### src/rtl/tomasulo_pkg.sv
// rtl/tomasulo_pkg.sv - shared opcodes, tag constants and reservation-station entry type
package tomasulo_pkg;

  localparam int RS_DATA_W = 16;
  localparam int RS_TAG_W  = 3;

  localparam logic [3:0] OP_ADD = 4'b0000;
  localparam logic [3:0] OP_SUB = 4'b0001;
  localparam logic [3:0] OP_BNE = 4'b0010;
  localparam logic [3:0] OP_LD  = 4'b0011;
  localparam logic [3:0] OP_SD  = 4'b0100;

  localparam logic [RS_TAG_W-1:0] TAG_NONE = '0;

  // Entry fields are sized by the package widths; stations must use matching DATA_W/TAG_W.
  typedef struct packed {
    logic                 busy;
    logic [3:0]           op;
    logic [RS_DATA_W-1:0] vj;
    logic [RS_DATA_W-1:0] vk;
    logic [RS_TAG_W-1:0]  qj;
    logic [RS_TAG_W-1:0]  qk;
    logic [RS_TAG_W-1:0]  dest;
  } rs_entry_t;

  function automatic logic is_adder_op(input logic [3:0] op);
    return (op == OP_ADD) || (op == OP_SUB) || (op == OP_BNE);
  endfunction

endpackage

### src/rtl/rs_age_matrix.sv
// rtl/rs_age_matrix.sv - pairwise age tracking and oldest-ready one-hot selection
module rs_age_matrix
  import tomasulo_pkg::*;
#(
  parameter  int ENTRIES = 4,
  localparam int IDX_W   = $clog2(ENTRIES)
) (
  input  logic               Clock,
  input  logic               Reset,
  input  logic               clear,
  input  logic               alloc1_en,
  input  logic [IDX_W-1:0]   alloc1_idx,
  input  logic               alloc2_en,
  input  logic [IDX_W-1:0]   alloc2_idx,
  input  logic               free_en,
  input  logic [IDX_W-1:0]   free_idx,
  input  logic [ENTRIES-1:0] ready,
  output logic [ENTRIES-1:0] oldest_oh
);

  // age_q[i][j] = 1 means entry i is older than entry j
  logic [ENTRIES-1:0] age_q [ENTRIES];
  logic [ENTRIES-1:0] age_n [ENTRIES];

  // A new entry is younger than everything; alloc1 is applied first so it ends older than alloc2.
  always_comb begin
    for (int i = 0; i < ENTRIES; i++) begin
      for (int j = 0; j < ENTRIES; j++) begin
        age_n[i][j] = age_q[i][j];
        if (free_en && ((IDX_W'(i) == free_idx) || (IDX_W'(j) == free_idx)))
          age_n[i][j] = 1'b0;
        if (alloc1_en && (IDX_W'(i) == alloc1_idx))
          age_n[i][j] = 1'b0;
        if (alloc1_en && (IDX_W'(j) == alloc1_idx))
          age_n[i][j] = 1'b1;
        if (alloc2_en && (IDX_W'(i) == alloc2_idx))
          age_n[i][j] = 1'b0;
        if (alloc2_en && (IDX_W'(j) == alloc2_idx))
          age_n[i][j] = 1'b1;
        if (clear)
          age_n[i][j] = 1'b0;
      end
    end
  end

  always_ff @(posedge Clock or negedge Reset) begin
    if (!Reset) begin
      for (int i = 0; i < ENTRIES; i++)
        age_q[i] <= '0;
    end else begin
      for (int i = 0; i < ENTRIES; i++)
        age_q[i] <= age_n[i];
    end
  end

  always_comb begin
    for (int i = 0; i < ENTRIES; i++) begin
      oldest_oh[i] = ready[i];
      for (int j = 0; j < ENTRIES; j++) begin
        if ((j != i) && ready[j] && age_q[j][i])
          oldest_oh[i] = 1'b0;
      end
    end
  end

endmodule

### src/rtl/adder_rs.sv
// rtl/adder_rs.sv - dual-dispatch adder reservation station with CDB wakeup and oldest-first issue
module adder_rs
  import tomasulo_pkg::*;
#(
  parameter  int ENTRIES = 4,
  parameter  int DATA_W  = RS_DATA_W,
  parameter  int TAG_W   = RS_TAG_W,
  localparam int IDX_W   = $clog2(ENTRIES),
  localparam int CNT_W   = $clog2(ENTRIES + 1)
) (
  input  logic              Clock,
  input  logic              Reset,
  input  logic              flush,
  input  logic              d1_valid,
  input  logic [3:0]        d1_op,
  input  logic [DATA_W-1:0] d1_vj,
  input  logic [DATA_W-1:0] d1_vk,
  input  logic [TAG_W-1:0]  d1_qj,
  input  logic [TAG_W-1:0]  d1_qk,
  input  logic [TAG_W-1:0]  d1_dest,
  input  logic              d2_valid,
  input  logic [3:0]        d2_op,
  input  logic [DATA_W-1:0] d2_vj,
  input  logic [DATA_W-1:0] d2_vk,
  input  logic [TAG_W-1:0]  d2_qj,
  input  logic [TAG_W-1:0]  d2_qk,
  input  logic [TAG_W-1:0]  d2_dest,
  output logic              d1_ready,
  output logic              d2_ready,
  input  logic              cdb_valid,
  input  logic [TAG_W-1:0]  cdb_tag,
  input  logic [DATA_W-1:0] cdb_data,
  output logic              iss_valid,
  output logic [3:0]        iss_op,
  output logic [DATA_W-1:0] iss_a,
  output logic [DATA_W-1:0] iss_b,
  output logic [TAG_W-1:0]  iss_dest,
  input  logic              fu_ready,
  output logic [CNT_W-1:0]  free_cnt
);

  rs_entry_t          ent_q [ENTRIES];
  rs_entry_t          ent_n [ENTRIES];
  rs_entry_t          new1;
  rs_entry_t          new2;
  logic [ENTRIES-1:0] busy;
  logic [ENTRIES-1:0] rdy;
  logic [ENTRIES-1:0] oldest_oh;
  logic               f1_found, f2_found;
  logic [IDX_W-1:0]   f1_idx, f2_idx;
  logic               alloc1, alloc2;
  logic [IDX_W-1:0]   a2_idx;
  logic [IDX_W-1:0]   iss_idx;
  logic               issue_fire;
  logic               cdb_hit;

  always_comb begin
    for (int i = 0; i < ENTRIES; i++) begin
      busy[i] = ent_q[i].busy;
      rdy[i]  = ent_q[i].busy && (ent_q[i].qj == TAG_NONE) && (ent_q[i].qk == TAG_NONE);
    end
  end

  always_comb begin
    free_cnt = CNT_W'(ENTRIES);
    for (int i = 0; i < ENTRIES; i++)
      free_cnt = free_cnt - CNT_W'(busy[i]);
  end

  // Ready flags look only at registered occupancy; a slot freed by this cycle's issue is not reused.
  assign d1_ready = (free_cnt != '0);
  assign d2_ready = (free_cnt > CNT_W'(1)) || ((free_cnt != '0) && !d1_valid);

  always_comb begin
    f1_found = 1'b0;
    f2_found = 1'b0;
    f1_idx   = '0;
    f2_idx   = '0;
    for (int i = 0; i < ENTRIES; i++) begin
      if (!busy[i]) begin
        if (!f1_found) begin
          f1_found = 1'b1;
          f1_idx   = IDX_W'(i);
        end else if (!f2_found) begin
          f2_found = 1'b1;
          f2_idx   = IDX_W'(i);
        end
      end
    end
  end

  assign alloc1 = d1_valid && d1_ready && is_adder_op(d1_op) && !flush;
  assign alloc2 = d2_valid && d2_ready && is_adder_op(d2_op) && !flush;
  assign a2_idx = alloc1 ? f2_idx : f1_idx;
  assign cdb_hit = cdb_valid && (cdb_tag != TAG_NONE);

  // Incoming operands can be captured straight off the CDB in the dispatch cycle.
  always_comb begin
    new1      = '0;
    new1.busy = 1'b1;
    new1.op   = d1_op;
    new1.vj   = d1_vj;
    new1.vk   = d1_vk;
    new1.qj   = d1_qj;
    new1.qk   = d1_qk;
    new1.dest = d1_dest;
    if (cdb_hit && (d1_qj == cdb_tag)) begin
      new1.vj = cdb_data;
      new1.qj = TAG_NONE;
    end
    if (cdb_hit && (d1_qk == cdb_tag)) begin
      new1.vk = cdb_data;
      new1.qk = TAG_NONE;
    end
    new2      = '0;
    new2.busy = 1'b1;
    new2.op   = d2_op;
    new2.vj   = d2_vj;
    new2.vk   = d2_vk;
    new2.qj   = d2_qj;
    new2.qk   = d2_qk;
    new2.dest = d2_dest;
    if (cdb_hit && (d2_qj == cdb_tag)) begin
      new2.vj = cdb_data;
      new2.qj = TAG_NONE;
    end
    if (cdb_hit && (d2_qk == cdb_tag)) begin
      new2.vk = cdb_data;
      new2.qk = TAG_NONE;
    end
  end

  always_comb begin
    iss_valid = |rdy;
    iss_op    = '0;
    iss_a     = '0;
    iss_b     = '0;
    iss_dest  = '0;
    iss_idx   = '0;
    for (int i = 0; i < ENTRIES; i++) begin
      if (oldest_oh[i]) begin
        iss_op   = ent_q[i].op;
        iss_a    = ent_q[i].vj;
        iss_b    = ent_q[i].vk;
        iss_dest = ent_q[i].dest;
        iss_idx  = IDX_W'(i);
      end
    end
  end

  assign issue_fire = iss_valid && fu_ready;

  always_comb begin
    for (int i = 0; i < ENTRIES; i++) begin
      ent_n[i] = ent_q[i];
      if (cdb_hit && ent_q[i].busy && (ent_q[i].qj == cdb_tag)) begin
        ent_n[i].vj = cdb_data;
        ent_n[i].qj = TAG_NONE;
      end
      if (cdb_hit && ent_q[i].busy && (ent_q[i].qk == cdb_tag)) begin
        ent_n[i].vk = cdb_data;
        ent_n[i].qk = TAG_NONE;
      end
      if (issue_fire && oldest_oh[i])
        ent_n[i].busy = 1'b0;
      if (alloc1 && (f1_idx == IDX_W'(i)))
        ent_n[i] = new1;
      if (alloc2 && (a2_idx == IDX_W'(i)))
        ent_n[i] = new2;
      if (flush)
        ent_n[i] = '0;
    end
  end

  always_ff @(posedge Clock or negedge Reset) begin
    if (!Reset) begin
      for (int i = 0; i < ENTRIES; i++)
        ent_q[i] <= '0;
    end else begin
      for (int i = 0; i < ENTRIES; i++)
        ent_q[i] <= ent_n[i];
    end
  end

  rs_age_matrix #(
    .ENTRIES (ENTRIES)
  ) u_age (
    .Clock      (Clock),
    .Reset      (Reset),
    .clear      (flush),
    .alloc1_en  (alloc1),
    .alloc1_idx (f1_idx),
    .alloc2_en  (alloc2),
    .alloc2_idx (a2_idx),
    .free_en    (issue_fire),
    .free_idx   (iss_idx),
    .ready      (rdy),
    .oldest_oh  (oldest_oh)
  );

endmodule

### config.mk
export PLATFORM = sky130hd
export DESIGN_NAME = adder_rs
export DESIGN_NICKNAME = d
export VERILOG_FILES = /design/src/rtl/tomasulo_pkg.sv /design/src/rtl/rs_age_matrix.sv /design/src/rtl/adder_rs.sv
export SDC_FILE = /design/constraint.sdc
export NUM_CORES = 1
export LEC_CHECK = 0
export CORE_MARGIN = 2
export CORE_UTILIZATION = 40
export CTS_CLUSTER_SIZE = 25
export DETAILED_ROUTE_END_ITERATION = 8
export PLACE_DENSITY = 0.63
export SYNTH_ARGS = -nofsm -noshare
export SYNTH_HDL_FRONTEND = slang
export SYNTH_HIERARCHICAL = 1
export SYNTH_SLANG_ARGS = --single-unit
### constraint.sdc
create_clock -name Clock -period 4.5 [get_ports Clock]
set_input_delay 0.9 -clock Clock [delete_from_list [all_inputs] [get_ports Clock]]
set_output_delay 0.9 -clock Clock [all_outputs]
set_load 0.01 [all_outputs]
==> results.cfg <==
[logic_synthesis]
ys_seq_area_share_pct = 38.59
synthFlopType = dfrtp_1
syn_inst = 1367
synth_edf_count = 0
syn_nets = 1495
synth-async-reset-ratio_pct = 100.0
ys_seq_elements = 196
syn_area_sq_mm = 0.01271
ys_types = 59
ys_warn_count = 6
postSynthAreaPerCell_sq_um = 9.297

[finish]
fillerInstances = 2948
area_growth_pct = 20.85
final_common_cell = dfrtp_1
fin_util_pct = 48.92
drive_above_1_share_pct = 11.54
n_antenna_cell = 0
final_cell_mix = dfrtp_1, nand2_1, clkdlybuf4s50_1
final_nets = 1598
seqCellArea_sq_mm = 0.004905
multi_input_area_sq_mm = 0.007153
post_layout_nonfiller_instances = 1884

[die]
initial_core_util_pct = 40.48
ios = 161
die_y_um = 182.2
dieArea_sq_mm = 0.03321
core_region_area_sq_mm = 0.03139
core.rowCount = 65
die_w_um = 182.2

[critical_path]
cpMostUsedCell = buf_4
path_cells = or4_1 -> nor4_2 -> buf_4 -> and3_2 -> buf_4 -> buf_4 -> a22oi_1 -> o21ai_0 -> dlygate4sd2_1
max_stage_delay_ns = 0.58
reg2reg_to = ent_q[151]
cp-end-kind = primary output
reg2reg_slack_ns = 0.23
crit_fanout = 22
path_class = register to primary output
start_kind = register
arrival_ns = 3.53
required_ns = 3.60
worstRegToRegCells = 13
slowest_stage = or4_1
r2r_start = busy[1]

[placed_design]
hpwl_um = 31270
placed_cells = 1849
gp_congestion = 0.8857
place_ws_ns = 0.1389
port_buffers = 160

[drt]
drt.antenna.violating_nets = 0
wl_met3_um = 4513
highest_layer = met4
drc = 0
wl_um = 48510
drt-met1-wl_um = 20030
dr.pass1.iters = 6
first_iter_violations = 1724
wl_per_cell_um = 25.75
met2_length_um = 22260
vias_per_cell = 6.670
dr_total_vias = 12570

[cts]
insertion_delay_ns = 0.44
cts_max_level = 4
numCtsBuffers = 17
cts.sinks = 196
clock_path_buffers = 2
cts_hold_buf = 0
clk_pin_slew_ns = 0.08
root_buffer = clkbuf_16
cts_tree = yes

[min_path]
hold_start = ent_q[76]
holdPathEnd = ent_q[76]
hold_class = register to register
whs_path_depth = 1

[timing]
timing.final.ws_setup_ns = 0.06704
hold-worst-slack_ns = 0.4950
final.min_clock_period_ns = 4.433
max_freq_ghz = 0.2256
rsz0062_at_grt = yes
min_period_over_period_pct = 98.51
setup_viol = 0
final_max_slew_viol_count = 0
worstMarginPinSlew_ns = 1.223
fin_skew_ns = 0.008399
maxSlewHeadroom_pct = 18.44
finalHoldViolations = 0

[global_route]
grt_antenna_before_repair = 0
grt-ovfl-total = 0
grt_pass1_vias = 12470
grt_usage_pct = 28.91
grt_pass1_wl_um = 74190
grt_max_degree = 103

[status]
outcome = finished clean

[pwr]
power_density_mw_per_mm2 = 263.8
ir_worst_vdd_v = 0.0002747
p_leak_nw = 6.561
p_total_mw = 4.052

[flow_run]
drv_cap = 0
-- timing repair --
action,in CTS,in global routing
gates resized for setup,43,72
pin swaps,1,1
endpoints found under the setup margin,39,39
endpoints found under the hold margin,0,0
setup buffers,1,1
gates cloned,1,1
-- layout make-up --
type	instances	area share, %
repair buffers	235	13.96
multi-input cells	1003	46.57
inverters	17	0.4155
flip-flops and latches	196	31.93
clock buffers	22	3.218
clock inverters	9	0.6191
well taps	402	3.275
-- synthesized netlist by cell type (all sizes together) (6+ instances only) --
cell type | instances | area [sq um]
a211o | 29 | 254.0
a21oi | 59 | 295.3
a221o | 44 | 440.4
a22o | 39 | 341.6
a22oi | 114 | 855.8
a32o | 75 | 752.0
a32oi | 12 | 105.1
and2 | 15 | 93.84
and3 | 20 | 125.1
buf | 69 | 381.6
clkbuf | 82 | 307.8
dfrtp | 196 | 4905
ha | 11 | 137.6
inv | 17 | 63.81
mux2i | 104 | 1041
nand2 | 187 | 701.9
nand4 | 6 | 37.54
nor2 | 9 | 33.78
nor2b | 15 | 93.84
nor3 | 74 | 385.4
nor3b | 18 | 135.1
nor4 | 10 | 62.56
o21ai | 74 | 370.4
xnor2 | 18 | 157.7
xor2 | 19 | 166.4
-- critical path: cells and delay by family, from the launching register on --
kind / cells / cell delay (ns)
AND/OR/NAND/NOR: 3 / 0.99
flip-flops: 1 / 0.41
AO/OA/AOI/OAI: 2 / 0.52
buffers and inverters: 4 / 1.15
-- worst max path at each step --
stage	from	endpoint	cells past startpoint
floorplan	ent_q[146]	iss_a[10]	11
global placement	ent_q[146]	iss_a[15]	11
detailed placement	ent_q[54]	iss_a[15]	9
global route	ent_q[146]	iss_a[12]	12
finish	ent_q[54]	iss_b[0]	9
CTS	ent_q[146]	iss_a[15]	11
-- state kept, by name, indices dropped and copies added, names as in the netlist --
| register | flops |
|---|---|
| busy | 4 |
| ent_q | 180 |
| u_age/age_q | 12 |
-- power by group --
group	total (mW)	switching, mW	internal (mW)
clock network	1.58	0.739	0.843
registers	1.81	0.0211	1.79
logic	0.659	0.399	0.261
total	4.05	1.16	2.89
-- through the flow --
| stage | area, sq um | setup TNS [ns] |
|---|---|---|
| detailed placement | 14800 | 0 |
| global placement | 14800 | 0 |
| global route | 15360 | -0.03780 |
| floorplan | 12710 | 0 |
| finish | 15360 | 0 |
| CTS | 15390 | -0.1527 |
-- metal layers --
layer	GRT usage, %	vias up
li1	-	5428
met1	39.22	6249
met2	45.73	751
met3	5.328	139
met4	11.58	0
met5	0	-
-- cells by family after synthesis --
family	Yosys count	share of synthesized area, %
flops	196	38.59
compound gates	471	28.65
simple gates	376	14.55
xor+xnor	37	2.550
fa+ha+maj	12	1.241
mux	107	8.487
buf+inv	168	5.927
No activity file was read; power rests on OpenSTA's default activity.
